**config.mk**
```make
export PLATFORM = sky130hd
export DESIGN_NAME = wb_master_bridge
export DESIGN_NICKNAME = d
export VERILOG_FILES = /design/src/rtl/wb_master_bridge.sv
export SDC_FILE = /design/constraint.sdc
export NUM_CORES = 1
export LEC_CHECK = 0
export BUFFER_PORTS_ARGS = -buffer_cell sky130_fd_sc_hd__buf_2
export CORE_ASPECT_RATIO = 0.6
export CORE_UTILIZATION = 46
export CTS_BUF_LIST = sky130_fd_sc_hd__clkbuf_8 sky130_fd_sc_hd__clkbuf_16
export CTS_CLUSTER_DIAMETER = 50
export DETAILED_ROUTE_END_ITERATION = 8
export PLACE_DENSITY = 0.79
export SLEW_MARGIN = 5
export SYNTH_ARGS = -nofsm -noshare
export SYNTH_HDL_FRONTEND = slang
export SYNTH_SLANG_ARGS = --single-unit
export TNS_END_PERCENT = 1
```
**constraint.sdc**
```tcl
create_clock -name clk_i -period 3.75 [get_ports clk_i]
set_clock_uncertainty 0.15 [all_clocks]
set_input_delay 0.75 -clock clk_i [delete_from_list [all_inputs] [get_ports clk_i]]
set_output_delay 0.75 -clock clk_i [all_outputs]
set_load 0.005 [all_outputs]
```
**src/rtl/wb_master_bridge.sv**
```systemverilog
`default_nettype none
// ============================================================================
// wb_master_bridge : valid/ready core port to a Wishbone pipelined master.
//                    Responses are returned in order. Optional watchdog: WB_MASTER_BRIDGE_TIMEOUT_EN
// Revision: 1.0
// ============================================================================
module wb_master_bridge #(
    parameter int DATA_WIDTH      = 32,
    parameter int ADDR_WIDTH      = 10,
    parameter int MAX_OUTSTANDING = 2,
    parameter int TIMEOUT_CYCLES  = 64
) (
    input  logic                    clk_i,
    input  logic                    rstn_i,
    input  logic                    req_valid_i,
    output logic                    req_ready_o,
    input  logic                    req_we_i,
    input  logic [ADDR_WIDTH-1:0]   req_addr_i,
    input  logic [DATA_WIDTH/8-1:0] req_sel_i,
    input  logic [DATA_WIDTH-1:0]   req_wdata_i,
    output logic                    rsp_valid_o,
    output logic [DATA_WIDTH-1:0]   rsp_rdata_o,
    output logic                    rsp_err_o,
    output logic                    cyc_o,
    output logic                    stb_o,
    output logic                    we_o,
    output logic [ADDR_WIDTH-1:0]   addr_o,
    output logic [DATA_WIDTH/8-1:0] sel_o,
    output logic [DATA_WIDTH-1:0]   wdata_o,
    input  logic [DATA_WIDTH-1:0]   rdata_i,
    input  logic                    ack_i,
    input  logic                    err_i,
    input  logic                    rty_i,
    input  logic                    stall_i
);

    localparam int         SEL_W   = DATA_WIDTH / 8;
    localparam logic [4:0] MAX_OUT = 5'(MAX_OUTSTANDING);

`ifdef WB_MASTER_BRIDGE_TIMEOUT_EN
    typedef enum logic [1:0] {IDLE = 2'd0, ACTIVE = 2'd1, ABORT = 2'd2} state_t;
    localparam int              WD_W    = $clog2(TIMEOUT_CYCLES + 1);
    localparam logic [WD_W-1:0] WD_LAST = WD_W'(TIMEOUT_CYCLES - 1);
    logic [WD_W-1:0] wd_q, wd_d;
    logic [4:0]      ab_q, ab_d;
`else
    typedef enum logic [1:0] {IDLE = 2'd0, ACTIVE = 2'd1} state_t;
`endif

    state_t                state_q, state_d;
    logic                  stb_q, stb_d;
    logic                  we_q, we_d;
    logic [ADDR_WIDTH-1:0] addr_q, addr_d;
    logic [SEL_W-1:0]      sel_q, sel_d;
    logic [DATA_WIDTH-1:0] wdata_q, wdata_d;
    logic [3:0]            out_q, out_d;
    logic                  rsp_valid_q, rsp_valid_d;
    logic                  rsp_err_q, rsp_err_d;
    logic [DATA_WIDTH-1:0] rsp_rdata_q, rsp_rdata_d;

    logic in_abort;
    logic issue;
    logic reply;
    logic ready;
    logic accept;

`ifdef WB_MASTER_BRIDGE_TIMEOUT_EN
    assign in_abort = (state_q == ABORT);
`else
    assign in_abort = 1'b0;
`endif

    assign issue  = stb_q & ~stall_i;
    // Replies with nothing in flight (or while aborting) are stray and dropped.
    assign reply  = (ack_i | err_i | rty_i) & (out_q != 4'd0) & ~in_abort;
    assign ready  = rstn_i & ~in_abort & (~stb_q | ~stall_i)
                  & (({1'b0, out_q} + {4'd0, issue}) < MAX_OUT);
    assign accept = req_valid_i & ready;

    always_comb begin
        state_d     = state_q;
        stb_d       = stb_q;
        we_d        = we_q;
        addr_d      = addr_q;
        sel_d       = sel_q;
        wdata_d     = wdata_q;
        out_d       = out_q;
        rsp_valid_d = reply;
        rsp_err_d   = reply & (err_i | rty_i);
        rsp_rdata_d = reply ? rdata_i : rsp_rdata_q;
`ifdef WB_MASTER_BRIDGE_TIMEOUT_EN
        ab_d        = ab_q;
        wd_d        = (issue || reply || state_q != ACTIVE) ? '0 : wd_q + 1'b1;
`endif

        if (accept) begin
            stb_d   = 1'b1;
            we_d    = req_we_i;
            addr_d  = req_addr_i;
            sel_d   = req_sel_i;
            wdata_d = req_wdata_i;
        end else if (issue) begin
            stb_d = 1'b0;
        end

        case ({issue, reply})
            2'b10:   out_d = out_q + 4'd1;
            2'b01:   out_d = out_q - 4'd1;
            default: out_d = out_q;
        endcase

        case (state_q)
            IDLE: begin
                if (accept) state_d = ACTIVE;
            end
            ACTIVE: begin
                if (!stb_d && out_d == 4'd0) state_d = IDLE;
`ifdef WB_MASTER_BRIDGE_TIMEOUT_EN
                // Every in-flight and still-held request becomes an error pulse.
                if (wd_q == WD_LAST && !issue && !reply) begin
                    state_d = ABORT;
                    ab_d    = {1'b0, out_q} + {4'd0, stb_d};
                    stb_d   = 1'b0;
                    out_d   = 4'd0;
                end
`endif
            end
`ifdef WB_MASTER_BRIDGE_TIMEOUT_EN
            ABORT: begin
                if (ab_q != 5'd0) begin
                    rsp_valid_d = 1'b1;
                    rsp_err_d   = 1'b1;
                    rsp_rdata_d = '0;
                    ab_d        = ab_q - 5'd1;
                end
                if (ab_q <= 5'd1) state_d = IDLE;
            end
`endif
            default: state_d = IDLE;
        endcase
    end

    always_ff @(posedge clk_i or negedge rstn_i) begin
        if (!rstn_i) begin
            state_q     <= IDLE;
            stb_q       <= 1'b0;
            we_q        <= 1'b0;
            addr_q      <= '0;
            sel_q       <= '0;
            wdata_q     <= '0;
            out_q       <= 4'd0;
            rsp_valid_q <= 1'b0;
            rsp_err_q   <= 1'b0;
            rsp_rdata_q <= '0;
`ifdef WB_MASTER_BRIDGE_TIMEOUT_EN
            wd_q        <= '0;
            ab_q        <= 5'd0;
`endif
        end else begin
            state_q     <= state_d;
            stb_q       <= stb_d;
            we_q        <= we_d;
            addr_q      <= addr_d;
            sel_q       <= sel_d;
            wdata_q     <= wdata_d;
            out_q       <= out_d;
            rsp_valid_q <= rsp_valid_d;
            rsp_err_q   <= rsp_err_d;
            rsp_rdata_q <= rsp_rdata_d;
`ifdef WB_MASTER_BRIDGE_TIMEOUT_EN
            wd_q        <= wd_d;
            ab_q        <= ab_d;
`endif
        end
    end

    assign req_ready_o = ready;
    assign cyc_o       = (state_q == ACTIVE);
    assign stb_o       = stb_q;
    assign we_o        = we_q;
    assign addr_o      = addr_q;
    assign sel_o       = sel_q;
    assign wdata_o     = wdata_q;
    assign rsp_valid_o = rsp_valid_q;
    assign rsp_err_o   = rsp_err_q;
    assign rsp_rdata_o = rsp_rdata_q;

endmodule
`default_nettype wire

```
==> results of run 1 <==
==> power groups by stage <==
stage / logic (mW) / registers (mW) / clock network, mW
after detailed placement: 1.11 / 1.50 / 0
after global routing: 1.22 / 1.55 / 1.05
after global placement: 1.07 / 1.48 / 0
after CTS: 1.12 / 1.50 / 1.01
final: 1.10 / 1.50 / 0.988
after floorplan: 0.594 / 1.51 / 0
==> flip-flops by register name, indices dropped and copies added (netlist names), 4 cells and up <==
register / count
out_q: 4
rsp_rdata_o: 32
wdata_o: 32
sel_o: 4
addr_o: 10
==> routing by layer <==
layer	part of all wire	global-route usage	routed length, um	vias up
li1	-	-	-	1113
met1	0.42	0.2392	3163	1159
met3	0.076	0.07867	570	7
met4	0.0086	0.05921	64	0
met2	0.49	0.3430	3669	86
met5	0	0	0	-
==> area by class of cell <==
type	instances	area [sq um]
Sequential cell	87	2177
Tap cell	100	125.1
Fill cell	504	2196
Multi-Input combinational cell	117	1184
Timing Repair Buffer	174	898.4
Inverter	3	11.26
Clock buffer	13	280.3
Clock inverter	3	63.81
==> cells in the mapped netlist <==
cell type	number
a21oi_1	2
a21oi_2	1
a22o_1	1
a31oi_1	1
buf_2	6
buf_6	2
clkbuf_2	2
dfrtp_1	87
ha_1	4
inv_1	3
mux2_2	72
mux2_4	8
mux2i_1	1
nand2_1	2
nand2_2	1
nand2b_1	1
nand3_1	3
nand3b_1	1
nand4b_1	1
nor2_1	6
nor2b_1	1
nor3_1	2
nor4_1	1
nor4b_1	1
o21ai_0	2
or2_1	1
xnor2_1	3
xor2_1	1
==> cell families after synthesis <==
group                      synth area share
buffers and inverters               0.02151
adders and majority gates           0.01458
muxes                                0.2742
xor gates and xnor gates            0.01021
DFF                                  0.6343
and+or+nand+nor                     0.03245
AOI/OAI and AO/OA                   0.01276
==> worst paths after layout <==
kind,to,from
max in group asynchronous,rsp_rdata_o[0],rstn_i
max,state_q[0],out_q[2]
min reg2reg,rsp_rdata_o[24],rsp_rdata_o[24]
min in group asynchronous,state_q[0],rstn_i
min,rsp_rdata_o[24],rsp_rdata_o[24]
max reg2reg,state_q[0],out_q[2]
==> metrics by stage <==
step	instances	power (mW)
floorplan	217	2.099
detailed placement	481	2.611
finish	497	3.580
global placement	481	2.556
global route	497	3.810
CTS	497	3.625
==> worst max-delay path, stage by stage, from the launching register on <==
cell,delay (ps)
dfrtp_1,460
nor4_1,450
nor2_2,90
ha_1,260
xor2_1,180
ha_1,190
a21oi_1,170
mux2i_1,260
xnor2_1,120
nor4b_1,360
a31oi_1,130
==> layout by cell type, fill, tap and decap left out, types with 4 or more instances in the layout <==
cell / n
buf_2: 168
buf_4: 5
clkbuf_16: 9
clkbuf_8: 4
dfrtp_1: 87
ha_1: 4
inv_1: 4
mux2_2: 72
mux2_4: 8
nor2_1: 5
==> summary.txt, run 1 <==
CTS tree - built
CTS H-tree lvls - 3
CP Max Fanout - 7
CTS Hold Buffers Added - 0
HP Class - flop to flop
Die X - 113.5 um
RSZ-0062 raised after global routing - no
IO Count - 170
share of cells above drive strength 1 - 0.6851
Worst-path clk slew - 60 ps
achievable clock frequency - 336.7 MHz
final core occ - 0.6834
Int Pwr - 2.598 mW
max-cap violations - 0
antenna cell count - 0
cells after synthesis - 217
GPL Wtd Cong - 0.7492
Max Slew Vio Count - 0
Routed Antenna Nets - 0
die area - 7821 sq um
Net Sw Power - 0.9813 mW
WHS Path Cells - 1
vias per inst - 4.759
Hold Worst Slack - 347.7 ps
Post-route DRC - 0
Leakage - 2.440 nW
worst vdd ir - 0.4221 mV
Post-CTS Resized - 0
crit start category - flop
nets@finish - 482
Worst Tran Pin Value - 1058 ps
detailed-route via count - 2365
IO buf count - 169
largest net degree at the start of global routing - 88
Hold Vio Cnt, Final - 0
DRT iter0 DRCs - 72
Area contributors post-synth - dfrtp_1 (63%), mux2_2 (24%), mux2_4 (3.5%)
Skew-Pair Late Insertion Delay - 320 ps
PD cells - 755.3 nW/um^2
drt wl/cell - 15.03 um
synthesized net count - 307
post-CTS setup buffer count - 0
Avg Inst Size Synth - 15.82 sq um
CTS buffer count - 9
reg2reg setup slack - 780 ps
hpwl dp - 5.530 mm
Final setup viols - 0
Synth Cell Area - 3432 sq um
first-pass GRT wire length - 11.57 mm
Logic pwr share - 0.306
Die Ht - 68.91 um
area growth from synthesis to layout - 38.10%
sequential share of the synthesized area - 0.6343
area leader, netlist - dfrtp_1
kind of critical path - flop to flop
initial antenna violation count - 0
power share of the clock group - 0.276
Data arrival, critical path - 3000 ps
Core ar. - 6935 sq um
top cell type's share of synthesized area - 0.6343
Max Root-Sink Buffers - 2
Yosys reg bits - 87
crit end category - flop
First-pass DRT Iterations - 4
worst reg-to-reg path cell count - 10
# clock sinks - 87
worst slack, placed - 675.2 ps
Synth Warn # - 0
min setup slack post-route - 780.1 ps
fin area - 4740 sq um
WL final - 7.468 mm
grt ovf - 0
Final min period - 2970 ps
switching share of power - 0.2741
worst path required time - 3780 ps
vias in the first global route - 2393
global-route total usage across every layer - 0.2003
clk root buf - clkbuf_16
relative slew slack - 0.2948
Post-DP Area - 4395 sq um
std cell rows - 23
synth unique cells - 28
final setup TNS - 0 ps
Initial Util - 0.4949
register share of total power - 0.418
status - complete, no violations
final critical-path share of the clock period - 0.7920
No activity file was read; power rests on OpenSTA's default activity.
==> run 2: changes to the inputs <==
--- a/config.mk
+++ b/config.mk
@@ -7,11 +7,11 @@
 export LEC_CHECK = 0
 export BUFFER_PORTS_ARGS = -buffer_cell sky130_fd_sc_hd__buf_2
 export CORE_ASPECT_RATIO = 0.6
-export CORE_UTILIZATION = 46
+export CORE_UTILIZATION = 41
 export CTS_BUF_LIST = sky130_fd_sc_hd__clkbuf_8 sky130_fd_sc_hd__clkbuf_16
 export CTS_CLUSTER_DIAMETER = 50
 export DETAILED_ROUTE_END_ITERATION = 8
-export PLACE_DENSITY = 0.79
+export PLACE_DENSITY = 0.75
 export SLEW_MARGIN = 5
 export SYNTH_ARGS = -nofsm -noshare
 export SYNTH_HDL_FRONTEND = slang
==> constraint.sdc (replaced) <==
create_clock -name clk_i -period 2.5 [get_ports clk_i]
set_clock_uncertainty 0.15 [all_clocks]
set_input_delay 0.5 -clock clk_i [delete_from_list [all_inputs] [get_ports clk_i]]
set_output_delay 0.5 -clock clk_i [all_outputs]
set_load 0.005 [all_outputs]
==> run 2 against run 1 <==
Effect of this change:
- the run now ends with setup timing left
- core utilization shrank 7.7 points
- cell area grew 2.0%
- critical path depth is the same
- routed wire length shrank 1.6%
- largest cell class unchanged
- worst setup slack lost 800 ps
- clock power grew 44%
- sequential power grew 47%
- critical path type unchanged
- register-to-register slack lost 800 ps
- clock-buffer cell count shrank 3
- power grew 52%
==> summary.txt, run 2 (synthesis results as in run 1) <==
status - finished with violations (was complete, no violations)
failing checks - setup timing
Core ar. - 7976 sq um (was 6935 sq um)
CTS tree - built (unchanged)
area growth from synthesis to layout - 40.90% (was 38.10%)
Bufs and invs on worst path - 0 (unchanged)
global-route total usage across every layer - 0.1779 (was 0.2003)
most common cell after layout, fill and taps aside - buf_2 (unchanged)
fillers - 646 (was 504)
CP Max Fanout - 2 (was 7)
First-pass DRT Iterations - 4 (unchanged)
first-pass GRT wire length - 11.81 mm (was 11.57 mm)
achievable clock frequency - 396.1 MHz (was 336.7 MHz)
crit end category - flop (unchanged)
grt ovf - 0 (unchanged)
vias in the first global route - 2505 (was 2393)
crit-path max cell delay - 420 ps (was 460 ps)
kind of critical path - flop to flop (unchanged)
Leakage - 2.477 nW (was 2.440 nW)
HP Class - input port to flop (was flop to flop)
WL final - 7.352 mm (was 7.468 mm)
Net Sw Power - 1.524 mW (was 0.9813 mW)
register share of total power - 0.407 (was 0.418)
vias per inst - 4.671 (was 4.759)
Worst Tran Pin Value - 1049 ps (was 1058 ps)
IO buf count - 169 (unchanged)
drt wl/cell - 14.30 um (was 15.03 um)
IO Count - 170 (unchanged)
Int Pwr - 3.907 mW (was 2.598 mW)
CTS buffer count - 9 (unchanged)
Design Power - 5.431 mW (was 3.580 mW)
Max Slew Vio Count - 0 (unchanged)
final critical-path share of the clock period - 1.010 (was 0.7920)
Logic pwr share - 0.332 (was 0.306)
Worst-path clk slew - 60 ps (about the same)
antenna cell count - 0 (unchanged)
fin area - 4836 sq um (was 4740 sq um)
die area - 8753 sq um (was 7821 sq um)
Register Area - 2178 sq um (was 2177 sq um)
worst vdd ir - 0.6157 mV (was 0.4221 mV)
Max Root-Sink Buffers - 2 (unchanged)
power share of the clock group - 0.261 (was 0.276)
CP Cell Sequence - nor4_4, nor2_4, ha_4, xor2_1, ha_2, a21oi_2, mux2i_1, xnor2_1, nor4b_1, a31oi_1 (was nor4_1, nor2_2, ha_1, xor2_1, ha_1, a21oi_1, mux2i_1, xnor2_1, nor4b_1, a31oi_1)
Initial Util - 0.4303 (was 0.4949)
Final min period - 2524 ps (was 2970 ps)
# clock sinks - 87 (unchanged)
Hold Worst Slack - 249.0 ps (was 347.7 ps)
Hold Vio Cnt, Final - 0 (unchanged)
worst path required time - 2550 ps (was 3780 ps)
PD cells - 1123 nW/um^2 (was 755.3 nW/um^2)
largest net degree at the start of global routing - 88 (unchanged)
Skew-Pair Late Insertion Delay - 330 ps (was 320 ps)
crit start category - flop (unchanged)
final core occ - 0.6063 (was 0.6834)
max-cap violations - 0 (unchanged)
Die X - 120.1 um (was 113.5 um)
final setup TNS - -24.34 ps (was 0 ps)
Routed Antenna Nets - 0 (unchanged)
std cell rows - 25 (was 23)
RSZ-0062 raised after global routing - yes (was no)
multi-input combinational cell area - 1222 sq um (was 1184 sq um)
Die Ht - 72.87 um (was 68.91 um)
switching share of power - 0.2806 (was 0.2741)
detailed-route via count - 2401 (was 2365)
DRT iter0 DRCs - 55 (was 72)
initial antenna violation count - 0 (unchanged)
Top Family by Delay on Critical Path - simple AND/OR/NAND/NOR gates (unchanged)
relative slew slack - 0.3006 (was 0.2948)
CTS H-tree lvls - 3 (unchanged)
nets@finish - 491 (was 482)
Post-DP Area - 4498 sq um (was 4395 sq um)
hpwl dp - 5.391 mm (was 5.530 mm)
clk root buf - clkbuf_16 (unchanged)
CP max stage cell - dfrtp_2 (was dfrtp_1)
GPL Wtd Cong - 0.8078 (was 0.7492)
min setup slack post-route - -24.34 ps (was 780.1 ps)
Post-route DRC - 0 (unchanged)
Final setup viols - 1 (was 0)
share of cells above drive strength 1 - 0.7069 (was 0.6851)
Data arrival, critical path - 2570 ps (was 3000 ps)
commonest cells after routing, fill and taps aside - buf_2 (168), dfrtp_1 (86), mux2_2 (72), buf_4 (14), clkbuf_16 (9) (was buf_2 (168), dfrtp_1 (87), mux2_2 (72), clkbuf_16 (9), mux2_4 (8))
## run 2: area by class of cell
class	count	share of cell area
clock buffers	10	0.04942
clock inverters	6	0.01734
inverters	3	0.002329
multi-input cells	117	0.2528
flip-flops and latches	87	0.4505
well taps	108	0.02794
repair buffers	183	0.1997
## run 2: what timing repair did
action	CTS	global route
setup buffers	1	1
endpoints found under the setup margin	1	2
pin swaps	4	2
hold buffers	0	0
gates resized for setup	0	0
## run 2: metrics by stage
step,instances,setup WS (ps)
global route,514,-107.8
finish,514,-24.34
detailed placement,496,-133.8
floorplan,217,-60.20
CTS,513,-34.95
global placement,496,-80.99
## run 2: metal layers
metal | track usage | part of all wire | vias up
met5 | 0 | 0 | -
met4 | 0.05972 | 0.012 | 0
met3 | 0.07266 | 0.077 | 9
met2 | 0.2976 | 0.48 | 99
met1 | 0.2106 | 0.43 | 1161
li1 | - | - | 1132
## run 2: power groups by stage
| stage | Clock [mW] | Combinational (mW) | Sequential [mW] |
|---|---|---|---|
| after detailed placement | 0 | 1.81 | 2.23 |
| after global placement | 0 | 1.74 | 2.20 |
| after CTS | 1.46 | 1.83 | 2.22 |
| after global routing | 1.51 | 1.97 | 2.29 |
| after floorplan | 0 | 0.947 | 2.27 |
| final | 1.42 | 1.80 | 2.21 |
## run 2: final timing paths
path	to	slack, ps	from	depth (start not counted)
max in group asynchronous	out_q[2]	1180	rstn_i	2
min in group asynchronous	sel_o[3]	310	rstn_i	2
min reg2reg	wdata_o[11]	350	wdata_o[11]	1
max	state_q[0]	-20	out_q[2]	10
min	rsp_rdata_o[18]	250	rdata_i[18]	2
max reg2reg	state_q[0]	-20	out_q[2]	10
